## config.mk

```make
export PLATFORM = sky130hd
export DESIGN_NAME = kbd_scan_flat
export DESIGN_NICKNAME = d
export VERILOG_FILES = /design/src/rtl/kbd_scan_pkg.sv /design/src/rtl/kbd_scan_if.sv /design/src/rtl/kbd_row_file.sv /design/src/rtl/kbd_scan.sv /design/src/flat_wrapper.sv
export SDC_FILE = /design/constraint.sdc
export NUM_CORES = 1
export LEC_CHECK = 0
export ABC_CLOCK_PERIOD_IN_PS = 5900
export CAP_MARGIN = 20
export CELL_PAD_IN_SITES_DETAIL_PLACEMENT = 1
export CELL_PAD_IN_SITES_GLOBAL_PLACEMENT = 1
export CORE_MARGIN = 5
export CORE_UTILIZATION = 40
export DETAILED_ROUTE_END_ITERATION = 8
export PLACE_DENSITY = 0.72
export SLEW_MARGIN = 20
export SYNTH_ARGS = -nofsm -noshare
export SYNTH_HDL_FRONTEND = slang
export SYNTH_SLANG_ARGS = --single-unit
```

## constraint.sdc

```tcl
create_clock -name clk -period 5.9 [get_ports clk]
set_input_delay 1.18 -clock clk [delete_from_list [all_inputs] [get_ports clk]]
set_output_delay 1.18 -clock clk [all_outputs]
set_load 0.02 [all_outputs]
```

## src/rtl/kbd_scan_pkg.sv

```systemverilog
// ============================================================================
// kbd_pkg : shared FSM encoding and constants for the PC-8001 keyboard scanner
// Rev 1.0
// ============================================================================
`default_nettype none

package kbd_pkg;

    typedef enum logic [1:0] {
        S_ADDR = 2'd0,
        S_CAPT = 2'd1,
        S_EVAL = 2'd2,
        S_GAP  = 2'd3
    } kbd_state_e;

    localparam logic [3:0] KBD_IO_BASE    = 4'h0;
    localparam int         KBD_MAX_ROWS   = 16;
    localparam logic [7:0] KBD_IDLE_ROW   = 8'hFF;
    localparam logic [3:0] KBD_STABLE_MAX = 4'd15;

    // Sweep-stability counter never wraps; a wrap would re-arm debounce.
    function automatic logic [3:0] kbd_sat_inc(input logic [3:0] v);
        return (v == KBD_STABLE_MAX) ? v : v + 4'd1;
    endfunction

endpackage

`default_nettype wire

```

## src/rtl/kbd_scan_if.sv

```systemverilog
// ============================================================================
// kbd_scan_if : Z80 I/O read bus between CPU (master) and keyboard scanner
// Rev 1.0
// ============================================================================
`default_nettype none

interface kbd_scan_if;
    logic [7:0] io_adr;
    logic       io_rd;
    logic [7:0] io_data;
    logic       io_hit;

    modport master (output io_adr, output io_rd, input io_data, input io_hit);
    modport slave  (input io_adr, input io_rd, output io_data, output io_hit);
endinterface

`default_nettype wire

```

## src/rtl/kbd_row_file.sv

```systemverilog
// ============================================================================
// kbd_row_file : shadow / candidate / committed row arrays of the scanner
// Rev 1.0
// ============================================================================
`default_nettype none

module kbd_row_file
    import kbd_pkg::*;
#(
    parameter int ROWS = 10
) (
    input  wire logic       clk,
    input  wire logic       reset,
    input  wire logic       i_sh_we,
    input  wire logic [3:0] i_sh_row,
    input  wire logic [7:0] i_sh_data,
    input  wire logic       i_cand_load,
    input  wire logic       i_commit,
    input  wire logic [3:0] i_cand_row,
    output logic      [7:0] o_cand_data,
    output logic            o_next_differs,
    output logic            o_next_any,
    input  wire logic       i_rd_en,
    input  wire logic [3:0] i_rd_row,
    output logic      [7:0] o_rd_data
);

    logic [7:0] r_shadow [ROWS];
    logic [7:0] r_cand   [ROWS];
    logic [7:0] r_matrix [ROWS];
    logic [7:0] r_rd_data;
    logic [7:0] w_next   [ROWS];
    logic       w_differs;
    logic       w_any;
    logic       w_rd_in_range;

    // cand_next: the candidate as it will be after this cycle's load
    for (genvar g = 0; g < ROWS; g++) begin : g_next
        assign w_next[g] = i_cand_load ? r_shadow[g] : r_cand[g];
    end

    always_comb begin
        w_differs = 1'b0;
        w_any     = 1'b0;
        for (int r = 0; r < ROWS; r++) begin
            if (w_next[r] != r_matrix[r]) begin
                w_differs = 1'b1;
            end
            w_any = w_any | (|w_next[r]);
        end
    end

    assign w_rd_in_range  = ({1'b0, i_rd_row} < 5'(ROWS));
    assign o_cand_data    = r_cand[i_cand_row];
    assign o_next_differs = w_differs;
    assign o_next_any     = w_any;
    assign o_rd_data      = r_rd_data;

    always_ff @(posedge clk) begin
        if (reset) begin
            for (int r = 0; r < ROWS; r++) begin
                r_shadow[r] <= '0;
                r_cand[r]   <= '0;
                r_matrix[r] <= '0;
            end
            r_rd_data <= KBD_IDLE_ROW;
        end else begin
            if (i_sh_we) begin
                r_shadow[i_sh_row] <= i_sh_data;
            end
            if (i_cand_load) begin
                r_cand <= r_shadow;
            end
            if (i_commit) begin
                r_matrix <= w_next;
            end
            // Reads see the pre-commit matrix when they coincide with a commit.
            if (i_rd_en) begin
                r_rd_data <= w_rd_in_range ? ~r_matrix[i_rd_row] : KBD_IDLE_ROW;
            end
        end
    end

endmodule

`default_nettype wire

```

## src/rtl/kbd_scan.sv

```systemverilog
// ============================================================================
// kbd_scan : PC-8001 keyboard matrix scanner with whole-frame debounce
// Rev 1.0
// ============================================================================
`default_nettype none

module kbd_scan
    import kbd_pkg::*;
#(
    parameter int ROWS     = 10,
    parameter int DEBOUNCE = 2,
    parameter int SCAN_GAP = 0
) (
    input  wire logic       clk,
    input  wire logic       reset,
    output logic      [3:0] kbd_adr,
    input  wire logic [7:0] kbd_data,
    kbd_scan_if.slave       io,
    output logic            key_event,
    output logic            any_key
);

    localparam logic [3:0] c_last_row = 4'(ROWS - 1);
    localparam logic [3:0] c_debounce = 4'(DEBOUNCE);
    localparam logic [7:0] c_gap_last = (SCAN_GAP > 0) ? 8'(SCAN_GAP - 1) : 8'd0;

    kbd_state_e r_state, w_state_nx;
    logic [3:0] r_row, w_row_nx;
    logic       r_diff, w_diff_nx;
    logic [3:0] r_stable, w_stable_nx;
    logic [7:0] r_gap, w_gap_nx;
    logic       r_key_event, w_key_event_nx;
    logic       r_any_key;
    logic       r_io_hit;

    logic       w_sh_we;
    logic       w_cand_load;
    logic       w_commit;
    logic [7:0] w_cand_row;
    logic       w_next_differs;
    logic       w_next_any;
    logic       w_io_acc;
    logic [7:0] w_rd_data;

    // Kept outside the FSM process so the row-file compare feeds it acyclically.
    assign w_cand_load = (r_state == S_EVAL) && r_diff;
    assign w_io_acc    = io.io_rd && (io.io_adr[7:4] == KBD_IO_BASE);

    kbd_row_file #(.ROWS(ROWS)) u_rows (
        .clk            (clk),
        .reset          (reset),
        .i_sh_we        (w_sh_we),
        .i_sh_row       (r_row),
        .i_sh_data      (kbd_data),
        .i_cand_load    (w_cand_load),
        .i_commit       (w_commit),
        .i_cand_row     (r_row),
        .o_cand_data    (w_cand_row),
        .o_next_differs (w_next_differs),
        .o_next_any     (w_next_any),
        .i_rd_en        (w_io_acc),
        .i_rd_row       (io.io_adr[3:0]),
        .o_rd_data      (w_rd_data)
    );

    always_ff @(posedge clk) begin
        if (reset) begin
            r_state <= S_ADDR;
        end else begin
            r_state <= w_state_nx;
        end
    end

    always_comb begin
        w_state_nx     = r_state;
        w_row_nx       = r_row;
        w_diff_nx      = r_diff;
        w_stable_nx    = r_stable;
        w_gap_nx       = r_gap;
        w_sh_we        = 1'b0;
        w_commit       = 1'b0;
        w_key_event_nx = 1'b0;
        case (r_state)
            S_ADDR: begin
                w_state_nx = S_CAPT;
            end
            S_CAPT: begin
                w_sh_we = 1'b1;
                if (kbd_data != w_cand_row) begin
                    w_diff_nx = 1'b1;
                end
                if (r_row == c_last_row) begin
                    w_state_nx = S_EVAL;
                end else begin
                    w_row_nx   = r_row + 4'd1;
                    w_state_nx = S_ADDR;
                end
            end
            S_EVAL: begin
                w_stable_nx = r_diff ? 4'd1 : kbd_sat_inc(r_stable);
                if ((w_stable_nx >= c_debounce) && w_next_differs) begin
                    w_commit       = 1'b1;
                    w_key_event_nx = 1'b1;
                end
                w_diff_nx  = 1'b0;
                w_row_nx   = 4'd0;
                w_gap_nx   = 8'd0;
                w_state_nx = (SCAN_GAP > 0) ? S_GAP : S_ADDR;
            end
            S_GAP: begin
                if (r_gap == c_gap_last) begin
                    w_gap_nx   = 8'd0;
                    w_state_nx = S_ADDR;
                end else begin
                    w_gap_nx = r_gap + 8'd1;
                end
            end
            default: begin
                w_state_nx = S_ADDR;
            end
        endcase
    end

    always_ff @(posedge clk) begin
        if (reset) begin
            r_row       <= 4'd0;
            r_diff      <= 1'b0;
            r_stable    <= 4'd0;
            r_gap       <= 8'd0;
            r_key_event <= 1'b0;
            r_any_key   <= 1'b0;
            r_io_hit    <= 1'b0;
        end else begin
            r_row       <= w_row_nx;
            r_diff      <= w_diff_nx;
            r_stable    <= w_stable_nx;
            r_gap       <= w_gap_nx;
            r_key_event <= w_key_event_nx;
            r_io_hit    <= w_io_acc;
            if (w_commit) begin
                r_any_key <= w_next_any;
            end
        end
    end

    assign kbd_adr    = r_row;
    assign key_event  = r_key_event;
    assign any_key    = r_any_key;
    assign io.io_hit  = r_io_hit;
    assign io.io_data = w_rd_data;

endmodule

`default_nettype wire

```

## src/flat_wrapper.sv

```systemverilog
// flat-port wrapper written by rule: the top's interface ports become plain ports
module kbd_scan_flat import kbd_pkg::*;
#(
    parameter int ROWS     = 10,
    parameter int DEBOUNCE = 2,
    parameter int SCAN_GAP = 0
)
  (clk, reset, kbd_adr, kbd_data, key_event, any_key, io_io_adr, io_io_rd, io_io_data, io_io_hit);
  kbd_scan_if io_i ();
  input  wire logic clk;
  input  wire logic reset;
  output logic      [3:0] kbd_adr;
  input  wire logic [7:0] kbd_data;
  output logic key_event;
  output logic any_key;
  input wire logic [$bits(io_i.io_adr)-1:0] io_io_adr;
  input wire logic [$bits(io_i.io_rd)-1:0] io_io_rd;
  output wire logic [$bits(io_i.io_data)-1:0] io_io_data;
  output wire logic [$bits(io_i.io_hit)-1:0] io_io_hit;
  assign io_i.io_adr = io_io_adr;
  assign io_i.io_rd = io_io_rd;
  assign io_io_data = io_i.io_data;
  assign io_io_hit = io_i.io_hit;
  kbd_scan #(.ROWS(ROWS), .DEBOUNCE(DEBOUNCE), .SCAN_GAP(SCAN_GAP)) u_core (.clk(clk), .reset(reset), .kbd_adr(kbd_adr), .kbd_data(kbd_data), .io(io_i), .key_event(key_event), .any_key(any_key));
endmodule
```

=== Word level (Yosys, flattened, before mapping) ===
Cells that the tools add are included.

* Bits in registers: 270
* Input bits: 19
* Output and inout port bits: 15
* Logic and storage cells: 143

* $add $sub $neg: 3
* Order comparisons: 5
* Equality and inequality tests: 19
* Multiplexer cells: 44
* Bitwise logic cells: 12
* Reduce and logical (&&, ||, !) cells: 21

{| class="wikitable"
|+ Operator list
! cell !! count
|-
| 8-bit 2-to-1 mux || 17
|-
| 8-bit != test || 11
|-
| 80-bit bitwise mux || 1
|-
| 8-bit OR reduction || 10
|-
| 8-bit binary-select mux with 4-bit select || 2
|-
| 8-bit demux with 4-bit select || 1
|-
| 8-bit case mux with 2 select lines || 1
|-
| 1-bit 2-to-1 mux || 14
|-
| 4-bit 2-to-1 mux || 3
|-
| 5-bit greater-or-equal comparator, second input constant || 2
|-
| 4-bit NOT with 5-bit output || 2
|-
| 1-bit bitwise OR || 9
|-
| 4-bit by 1-bit adder with 4-bit output, second input constant || 2
|-
| 8-bit by 1-bit adder with 8-bit output, second input constant || 1
|-
| 4-bit == test, second input constant || 2
|-
| 8-bit logical NOT || 1
|-
| 8-bit NOT || 1
|-
| 2-bit case mux with 4 select lines || 1
|-
| 4-bit case mux with 2 select lines || 1
|-
| 5-bit by 1-bit less-than comparator with 1-bit output, second input constant || 1
|-
| 2-bit == test, second input constant || 2
|-
| 4-bit by 2-bit greater-or-equal comparator with 1-bit output, second input constant || 1
|-
| 1-bit logical AND || 4
|-
| 4-bit logical NOT || 1
|-
| other kinds (9) || 13
|}

=== Longest topological paths before layout ===
Gate-level depths: netlist of run 1.

* Word-level depth: 17
* Gate-level depth with buffers: 14
* Gate-level depth less buffers: 9

=== By module ===
From an unflattened synthesis of run 1, not the netlist that was laid out.

* Cell total of the unflattened synthesis: 1266
* Area, all modules: 12403.1 um^2

{| class="wikitable"
|+ Modules (own cells, without submodules)
! module !! instances !! cells each !! area an instance (um^2)
|-
| kbd_row_file || 1 || 1120 || 11185.7
|-
| kbd_scan || 1 || 146 || 1217.4
|}

=== Worst setup path after synthesis of run 1 ===
Ideal clock, no wire load.

* Path type: register to register
* Start point: register u_core.r_row[0] (netlist: u_core.kbd_adr[0])
* End point: register u_core.u_rows.r_shadow[8] in the netlist's numbering
* Arrival: 3022 ps
* Path slack: 2751 ps
* Cell stages (with the launch flop): 10
* Path buffers: 4
* Clock period less this slack: 3149 ps
* Cell sequence: dfxtp_1 clkbuf_1 clkbuf_1 buf_1 inv_1 ha_1 clkbuf_1 nand3_1 mux2i_1 nor2_1

* Cells in the longest elaborated chain, start to end: 6

{| class="wikitable"
|+ Ends and longest elaborated chain
! item !! line !! RTL
|-
| start: declaration || kbd_scan.sv:28 || <nowiki>logic [3:0] r_row, w_row_nx;</nowiki>
|-
| start signal: assignment || kbd_scan.sv:134 || <nowiki>r_row <= w_row_nx;</nowiki>
|-
| 4-bit NOT with 5-bit output (not written as such) (*) || kbd_row_file.sv:69 || <nowiki>r_shadow[i_sh_row] <= i_sh_data;</nowiki>
|-
| 5-bit greater-or-equal comparator (not written as such) / 5-bit by 1-bit less-than comparator with 1-bit output (equally long branches) || kbd_row_file.sv:69 ||
|-
| 1-bit logical AND (not written as such) || kbd_row_file.sv:69 ||
|-
| 8-bit 2-to-1 mux (not written as such) || kbd_row_file.sv:69 ||
|-
| 8-bit demux with 4-bit select (*) || kbd_row_file.sv:69 ||
|-
| 80-bit bitwise mux (*) || kbd_row_file.sv:69 ||
|-
| end signal: indexed assignment || kbd_row_file.sv:69 ||
|-
| end: declaration || kbd_row_file.sv:28 || <nowiki>logic [7:0] r_shadow [ROWS];</nowiki>
|}

Mark *: on every way between the ends. The rest lies on a longest branch, timed or not.
A chain may end at the register's enable or synchronous reset.

=== Worst setup path in the final report of run 1 ===
* Start point: register u_core.r_state[0]
* End point: register u_core.u_rows.r_matrix[10] in the netlist's numbering

* Cells in the longest elaborated chain, start to end: 17

{| class="wikitable"
|+ Ends and longest elaborated chain
! item !! line !! RTL
|-
| start: declaration || kbd_scan.sv:27 || <nowiki>kbd_state_e r_state, w_state_nx;</nowiki>
|-
| start signal: assignment || kbd_scan.sv:70 || <nowiki>r_state <= w_state_nx;</nowiki>
|-
| 2-bit == test (*) || kbd_scan.sv:46, kbd_scan.sv:83 ||
|-
| 1-bit logical AND || kbd_scan.sv:46 || <nowiki>assign w_cand_load = (r_state == S_EVAL) && r_diff;</nowiki>
|-
| 8-bit 2-to-1 mux || kbd_row_file.sv:39 || <nowiki>assign w_next[g] = i_cand_load ? r_shadow[g] : r_cand[g];</nowiki>
|-
| 8-bit != test || kbd_row_file.sv:46 || <nowiki>if (w_next[r] != r_matrix[r]) begin</nowiki>
|-
| 1-bit 2-to-1 mux (10 in a row) || kbd_row_file.sv:46 ||
|-
| 1-bit logical AND || kbd_scan.sv:101 || <nowiki>if ((w_stable_nx >= c_debounce) && w_next_differs) begin</nowiki>
|-
| 1-bit 2-to-1 mux || kbd_scan.sv:101 ||
|-
| 1-bit 2-to-1 mux || kbd_scan.sv:83 || <nowiki>case (r_state)</nowiki>
|-
| end signal: assignment || kbd_row_file.sv:75 || <nowiki>r_matrix <= w_next;</nowiki>
|-
| end: declaration || kbd_row_file.sv:30 || <nowiki>logic [7:0] r_matrix [ROWS];</nowiki>
|}

Marks and branches as above.

==> flow_metrics.tcl, run 1 <==
set metrics [dict create \
    outcome "finished clean" \
    wl_per_cell_um 28.8 \
    cp_cell_sequence "nand3b_1 > buf_12 > mux2i_1 > xnor2_1 > nor4_1 > nand2_1 > or4_4 > o21ai_4 > buf_4 > mux2_2" \
    min_delay_worst_endpoint "u_core.u_rows.o_rd_data[3]" \
    drv_cap 0 \
    synthCells 1489 \
    rows 67 \
    grt_pass1_wl_um 82500 \
    core-area_um2 33400 \
    slew_headroom_pct 27.9 \
    drcViolationCount 0 \
    yosysMostFrequentCell "dfxtp_1" \
    portBuffers 33 \
    worstHoldPathType "reg -> reg" \
    drt-total-wl_um 55800 \
    min-delay-start "u_core.u_rows.o_rd_data[3]" \
    max_clock_freq_ghz 0.223 \
    grt.total_usage_pct 28.8 \
    fin_hold_ws_ns 0.484 \
    setup_violations 0 \
    first_pass_iters 5 \
    clock-sinks 270 \
    cts_root_buf "clkbuf_16" \
    cp.arrival_ns 4.89 \
    die_area_um2 37500 \
    finalCritPeriodShare_pct 76.1 \
    avgSynthCellArea_um2 9.06 \
    max_slew.worst_pin.slew_ns 1.08 \
    synth_fp_nets 1515 \
    crit_path_end_kind "flip-flop" \
    ys_top_cells_by_area "dfxtp_1, mux2i_1, mux4_2" \
    hold_viol 0 \
    slew_violations 0 \
    dp_slack_ns 1.57 \
    synthArstFlopShare_pct 0 \
    numCtsBuffers 34 \
    grt_pass1_vias 12000 \
    cts.path.max_buffers 3 \
    r2r_slack_ns 1.41 \
    cts_tree "done" \
    viasPerCell 6.08 \
    start_util_pct 40.3 \
    htree_levels 2 \
    worstRegToRegCells 10 \
    synth_top_area_share_pct 40.1 \
    leakage_nw 5.77 \
    setup_slack_ns 1.41 \
    period_needed_ns 4.49 \
    synth_edf_count 0 \
    path_clk_slew_ns 0.06 \
    r2r-start "u_core.r_state[0]" \
    fin_util_pct 45.4 \
    path_class "reg -> reg" \
    holdBufCountCts 0 \
    design_area_um2 15200 \
    worstPathMaxFanout 91 \
    dr.first_iter.drc_count 1005 \
    antenna_cells 0 \
    yosysSeqAreaShare_pct 40.1 \
    required_ns 6.30 \
    gr-total-overflow 0 \
    netlist_area_um2 13500 \
    min_path_cells 2 \
    rsz0062_at_grt "no" \
    skew_ns 0.0239 \
    place_congestion 1.01 \
    grt_antenna_before_repair 3 \
    vdd_drop_max_v 0.000222 \
    setup_tns_ns 0 \
    cts-resized-gates 0 \
    nets 1497 \
    synth_area_leader_cell "dfxtp_1" \
    critPathSlowestCell "or4_4" \
    r2r-end "u_core.u_rows.r_matrix[10]" \
    final_antenna_net_count 0 \
    yosys-top-cells-count "dfxtp_1, nand2_1, a21oi_1, nor2_1, mux2i_1" \
    placedInstanceArea_um2 14100 \
    grt_max_degree 193 \
    fillers 3805 \
    p_per_area_nw_per_um2 272 \
    fp.dieW_um 194 \
    yosys_warnings 0 \
    drive_gt1_share_pct 11.8 \
    cpPeakStageDelay_ns 0.72 \
    dpl.hpwl_um 41100 \
    cp.buffers_inverters 2 \
    ys_ff_latch 270 \
    yosysUniqueCellTypes 58 \
    pin_count 34 \
    postCtsSetupBuffers 0 \
    clock_latency_ns 0.53 \
    startpoint_type "flip-flop" \
    cpLargestDelayFamily "simple AND/OR/NAND/NOR gates" \
    synthFlopType "dfxtp_1" \
    syn_to_final_growth_pct 12.6 \
    die_h_um 194 \
    vias 11800 \
]
[registers in the layout (all words and copies together) (netlist names)]
register and cells:
u_core.any_key 1, u_core.io.io_hit 1, u_core.kbd_adr 4, u_core.key_event 1, u_core.r_diff 1, u_core.r_gap 8, u_core.r_stable 4, u_core.r_state 2
u_core.u_rows.o_rd_data 8, u_core.u_rows.r_cand 80, u_core.u_rows.r_matrix 80, u_core.u_rows.r_shadow 80
[kinds of logic after synthesis]
group / count (synthesis) / synth area share, %
multiplexers: 183 / 17.2
buffers and inverters: 151 / 4.94
XOR/XNOR: 77 / 5.00
AND/OR/NAND/NOR: 543 / 19.6
adder cells (fa/ha/maj): 7 / 0.650
flip-flops: 270 / 40.1
AO/OA/AOI/OAI: 258 / 12.5
[worst reg2reg max path: cells and delay by family, from the launching register on]
kind | cells | cell delay (ns)
buf+inv | 2 | 0.92
mux | 2 | 1.11
simple gates | 4 | 1.43
xor+xnor | 1 | 0.20
flops | 1 | 0.50
compound gates | 1 | 0.21
[stage by stage]
| step | cells | total power, mW |
|---|---|---|
| after floorplan | 1489 | 1.99 |
| after global placement | 1883 | 2.06 |
| after detailed placement | 1883 | 2.06 |
| after CTS | 1942 | 4.15 |
| after global routing | 1942 | 4.25 |
| final | 1942 | 4.12 |
[worst max path at each step]
| stage | from | endpoint | cells after the start |
|---|---|---|---|
| 6_report | u_core.r_state[0] | u_core.u_rows.r_matrix[10] | 10 |
| 5_1_grt | u_core.r_state[1] | u_core.u_rows.r_matrix[25] | 9 |
| 4_1_cts | u_core.r_state[1] | u_core.u_rows.r_matrix[16] | 9 |
| 3_5_place_dp | u_core.r_state[1] | u_core.u_rows.r_matrix[16] | 9 |
| 3_3_place_gp | u_core.r_state[0] | u_core.u_rows.r_matrix[16] | 10 |
| 2_1_floorplan | u_core.kbd_adr[0] | u_core.u_rows.r_shadow[8] | 9 |
[cell type report]
| cell class | instances | area [um2] | share of cell area (%) |
|---|---|---|---|
| Inverter | 49 | 184 | 1.21 |
| Tap cell | 448 | 561 | 3.69 |
| Timing Repair Buffer | 48 | 467 | 3.07 |
| Clock buffer | 48 | 1000 | 6.62 |
| Sequential cell | 270 | 5410 | 35.6 |
| Clock inverter | 11 | 114 | 0.750 |
| Multi-Input combinational cell | 1068 | 7440 | 49.0 |
[power breakdown]
| part | switching [mW] | total, mW | internal (mW) |
|---|---|---|---|
| Sequential | 0.0176 | 1.85 | 1.83 |
| Clock | 0.825 | 2.10 | 1.27 |
| Combinational | 0.123 | 0.175 | 0.0526 |
| Total | 0.965 | 4.12 | 3.16 |
[routing by layer]
layer,GRT usage [%],vias to the layer above,share of wire [%]
li1,-,5261,-
met1,38.3,5933,42
met2,44.1,463,44
met3,6.54,154,7.8
met4,14.6,6,6.2
met5,0,-,0.079
[layout by cell type (no fill, tap or decap), types with 5 or more instances in the layout]
| cell | count |
|---|---|
| o2111ai_1 | 9 |
| clkdlybuf4s50_1 | 31 |
| nor2b_1 | 75 |
| nand4_1 | 22 |
| mux2i_1 | 87 |
| clkinv_2 | 6 |
| mux4_2 | 32 |
| mux2_1 | 10 |
| dfxtp_1 | 269 |
| nor4_1 | 43 |
| mux2_2 | 53 |
| ha_1 | 7 |
| clkbuf_8 | 9 |
| o21ai_0 | 15 |
| o31ai_1 | 9 |
| xor2_1 | 23 |
| buf_4 | 13 |
| a21oi_1 | 121 |
| nor2_1 | 96 |
| clkbuf_16 | 35 |
| o211ai_1 | 27 |
| nor3_1 | 14 |
| clkbuf_1 | 5 |
| o22ai_1 | 32 |
| inv_1 | 49 |
| o31ai_2 | 10 |
| xnor2_1 | 54 |
| a221oi_1 | 5 |
| nand2b_1 | 24 |
| nand2_1 | 172 |
| nand3_1 | 75 |
Power figures use the tool's default switching activity.
==> inputs of run 2 (changes only) <==
Settings changed: ABC_CLOCK_PERIOD_IN_PS 5900 to 3650, PLACE_DENSITY 0.72 to 0.75.
Clock period 5.9 ns to 3.65 ns, I/O delays scaled along.
==> flow_metrics.tcl, run 2 (same netlist as run 1, synthesis figures left out) <==
set metrics [dict create \
    rows 67 \
    worstPathMaxFanout 39 \
    die_h_um 194 \
    period_needed_ns 3.55 \
    grt_antenna_before_repair 1 \
    leakage_nw 6.21 \
    path_clk_slew_ns 0.06 \
    worstHoldPathType "reg -> reg" \
    final_antenna_net_count 0 \
    slew_headroom_pct 42.4 \
    grt_max_degree 86 \
    dr.first_iter.drc_count 1343 \
    final_cells 2024 \
    placedInstanceArea_um2 14800 \
    clock-sinks 270 \
    seq_power_share_pct 46.3 \
    cp_common_cell "buf_12" \
    syn_to_final_growth_pct 17.5 \
    cts.path.max_buffers 3 \
    gr-total-overflow 0 \
    cp.arrival_ns 3.99 \
    startpoint_type "flip-flop" \
    required_ns 4.09 \
    internal_power_mw 4.96 \
    top_regs "u_core.u_rows.r_cand x80, u_core.u_rows.r_matrix x80, u_core.u_rows.r_shadow x80" \
    drive_gt1_share_pct 16.6 \
    power.switching_mw 1.51 \
    hold_viol 0 \
    holdBufCountCts 0 \
    crit_path_end_kind "flip-flop" \
    drt-total-wl_um 58800 \
    cp_cell_sequence "nand3b_1 > buf_4 > buf_12 > mux2i_1 > xnor2_1 > nor4_1 > nand2_1 > or4_4 > o21ai_4 > buf_12 > mux2_2" \
    nets 1583 \
    p_per_area_nw_per_um2 408 \
    max_clock_freq_ghz 0.282 \
    critPathSlowestCell "or4_4" \
    core-area_um2 33400 \
    cp.buffers_inverters 3 \
    die_area_um2 37500 \
    grt_pass1_vias 12700 \
    design_area_um2 15800 \
    drv_cap 0 \
    final_cell_mix "dfxtp_1, nand2_1, a21oi_1" \
    max_slew.worst_pin.slew_ns 0.862 \
    skew_ns 0.0153 \
    slew_violations 0 \
    dpl.cell_count 1971 \
    outcome "finished clean" \
    grt_pass1_wl_um 86000 \
    finalCritPeriodShare_pct 97.3 \
    htree_levels 1 \
    cts_tree "done" \
    pin_count 34 \
    fillers 3806 \
    path_class "reg -> reg" \
    power_frac_clock_pct 49.0 \
    swShare_pct 23.3 \
    final_common_cell "dfxtp_1" \
    vdd_drop_max_v 0.000342 \
    antenna_cells 0 \
    portBuffers 33 \
    p_comb_share_pct 4.7 \
    grt.total_usage_pct 30.1 \
    numCtsBuffers 31 \
    place_congestion 1.10 \
    cpLargestDelayFamily "simple AND/OR/NAND/NOR gates" \
    viasPerCell 6.18 \
    first_pass_iters 7 \
    dpl.hpwl_um 45100 \
    wl_per_cell_um 29.1 \
    cpPeakStageDelay_ns 0.59 \
    setup_violations 0 \
    vias 12500 \
    fp.dieW_um 194 \
    drcViolationCount 0 \
    cts_root_buf "clkbuf_16" \
    start_util_pct 40.3 \
    clock_latency_ns 0.56 \
]
[run 2: worst paths after layout]
check,startpoint,to,slack [ns],cells past startpoint
worst max-delay path,u_core.r_state[0],u_core.u_rows.r_matrix[73],0.10,11
worst min-delay path,u_core.any_key,u_core.any_key,0.48,2
worst max register to register,u_core.r_state[0],u_core.u_rows.r_matrix[73],0.10,11
worst min register to register,u_core.any_key,u_core.any_key,0.48,2
[run 2: repair_timing]
item	4_1_cts	5_1_grt
resized for setup	2	4
pin swaps	0	1
setup endpoints to repair	81	80
cloned	0	0
setup buffers	0	1
[run 2: power groups by stage]
stage	clock (mW)	combinational (mW)	sequential [mW]
after floorplan	0	0.174	3.04
after global placement	0	0.293	3.06
after detailed placement	0	0.298	3.06
after CTS	3.19	0.300	2.99
after global routing	3.31	0.320	2.99
final	3.17	0.305	2.99
[run 2: worst reg2reg max path, stage by stage, from the launching register on]
cell and delay, ns:
dfxtp_1 0.34, nand3b_1 0.11, buf_4 0.17, buf_12 0.24, mux2i_1 0.36, xnor2_1 0.24
nor4_1 0.35, nand2_1 0.12, or4_4 0.59, o21ai_4 0.23, buf_12 0.27, mux2_2 0.41
[run 2: per-stage QoR]
| step | util (%) | setup TNS [ns] | worst slack [ns] | hold slack, ns | power, mW |
|---|---|---|---|---|---|
| 3_5_place_dp | 44.2 | -12.96 | -0.216 | 0.473 | 3.36 |
| 4_1_cts | 47.3 | 0 | 0.0521 | 0.484 | 6.49 |
| 5_1_grt | 47.4 | -0.00412 | -0.00266 | 0.514 | 6.62 |
| 3_3_place_gp | 44.2 | -6.62 | -0.132 | 0.451 | 3.35 |
| 6_report | 47.4 | 0 | 0.100 | 0.485 | 6.47 |
| 2_1_floorplan | - | 0 | 0.501 | 0.436 | 3.22 |
[run 2: layout make-up]
type / count / area, um2 / share of cell area (%)
clock buffer: 45 / 898 / 5.67
clock inverter: 7 / 119 / 0.750
inverter: 49 / 184 / 1.16
multi-input combinational: 1068 / 7480 / 47.2
sequential: 270 / 5410 / 34.1
tap: 448 / 561 / 3.54
timing repair buffer: 137 / 1200 / 7.56
[run 2: metal layers]
layer / routed length [um] / GRT usage [%] / up-vias
met5: 0 / 0 / -
met4: 3960 / 15.8 / 0
met3: 4970 / 5.15 / 175
met2: 26100 / 47.3 / 625
met1: 23800 / 39.8 / 6290
li1: - / - / 5424
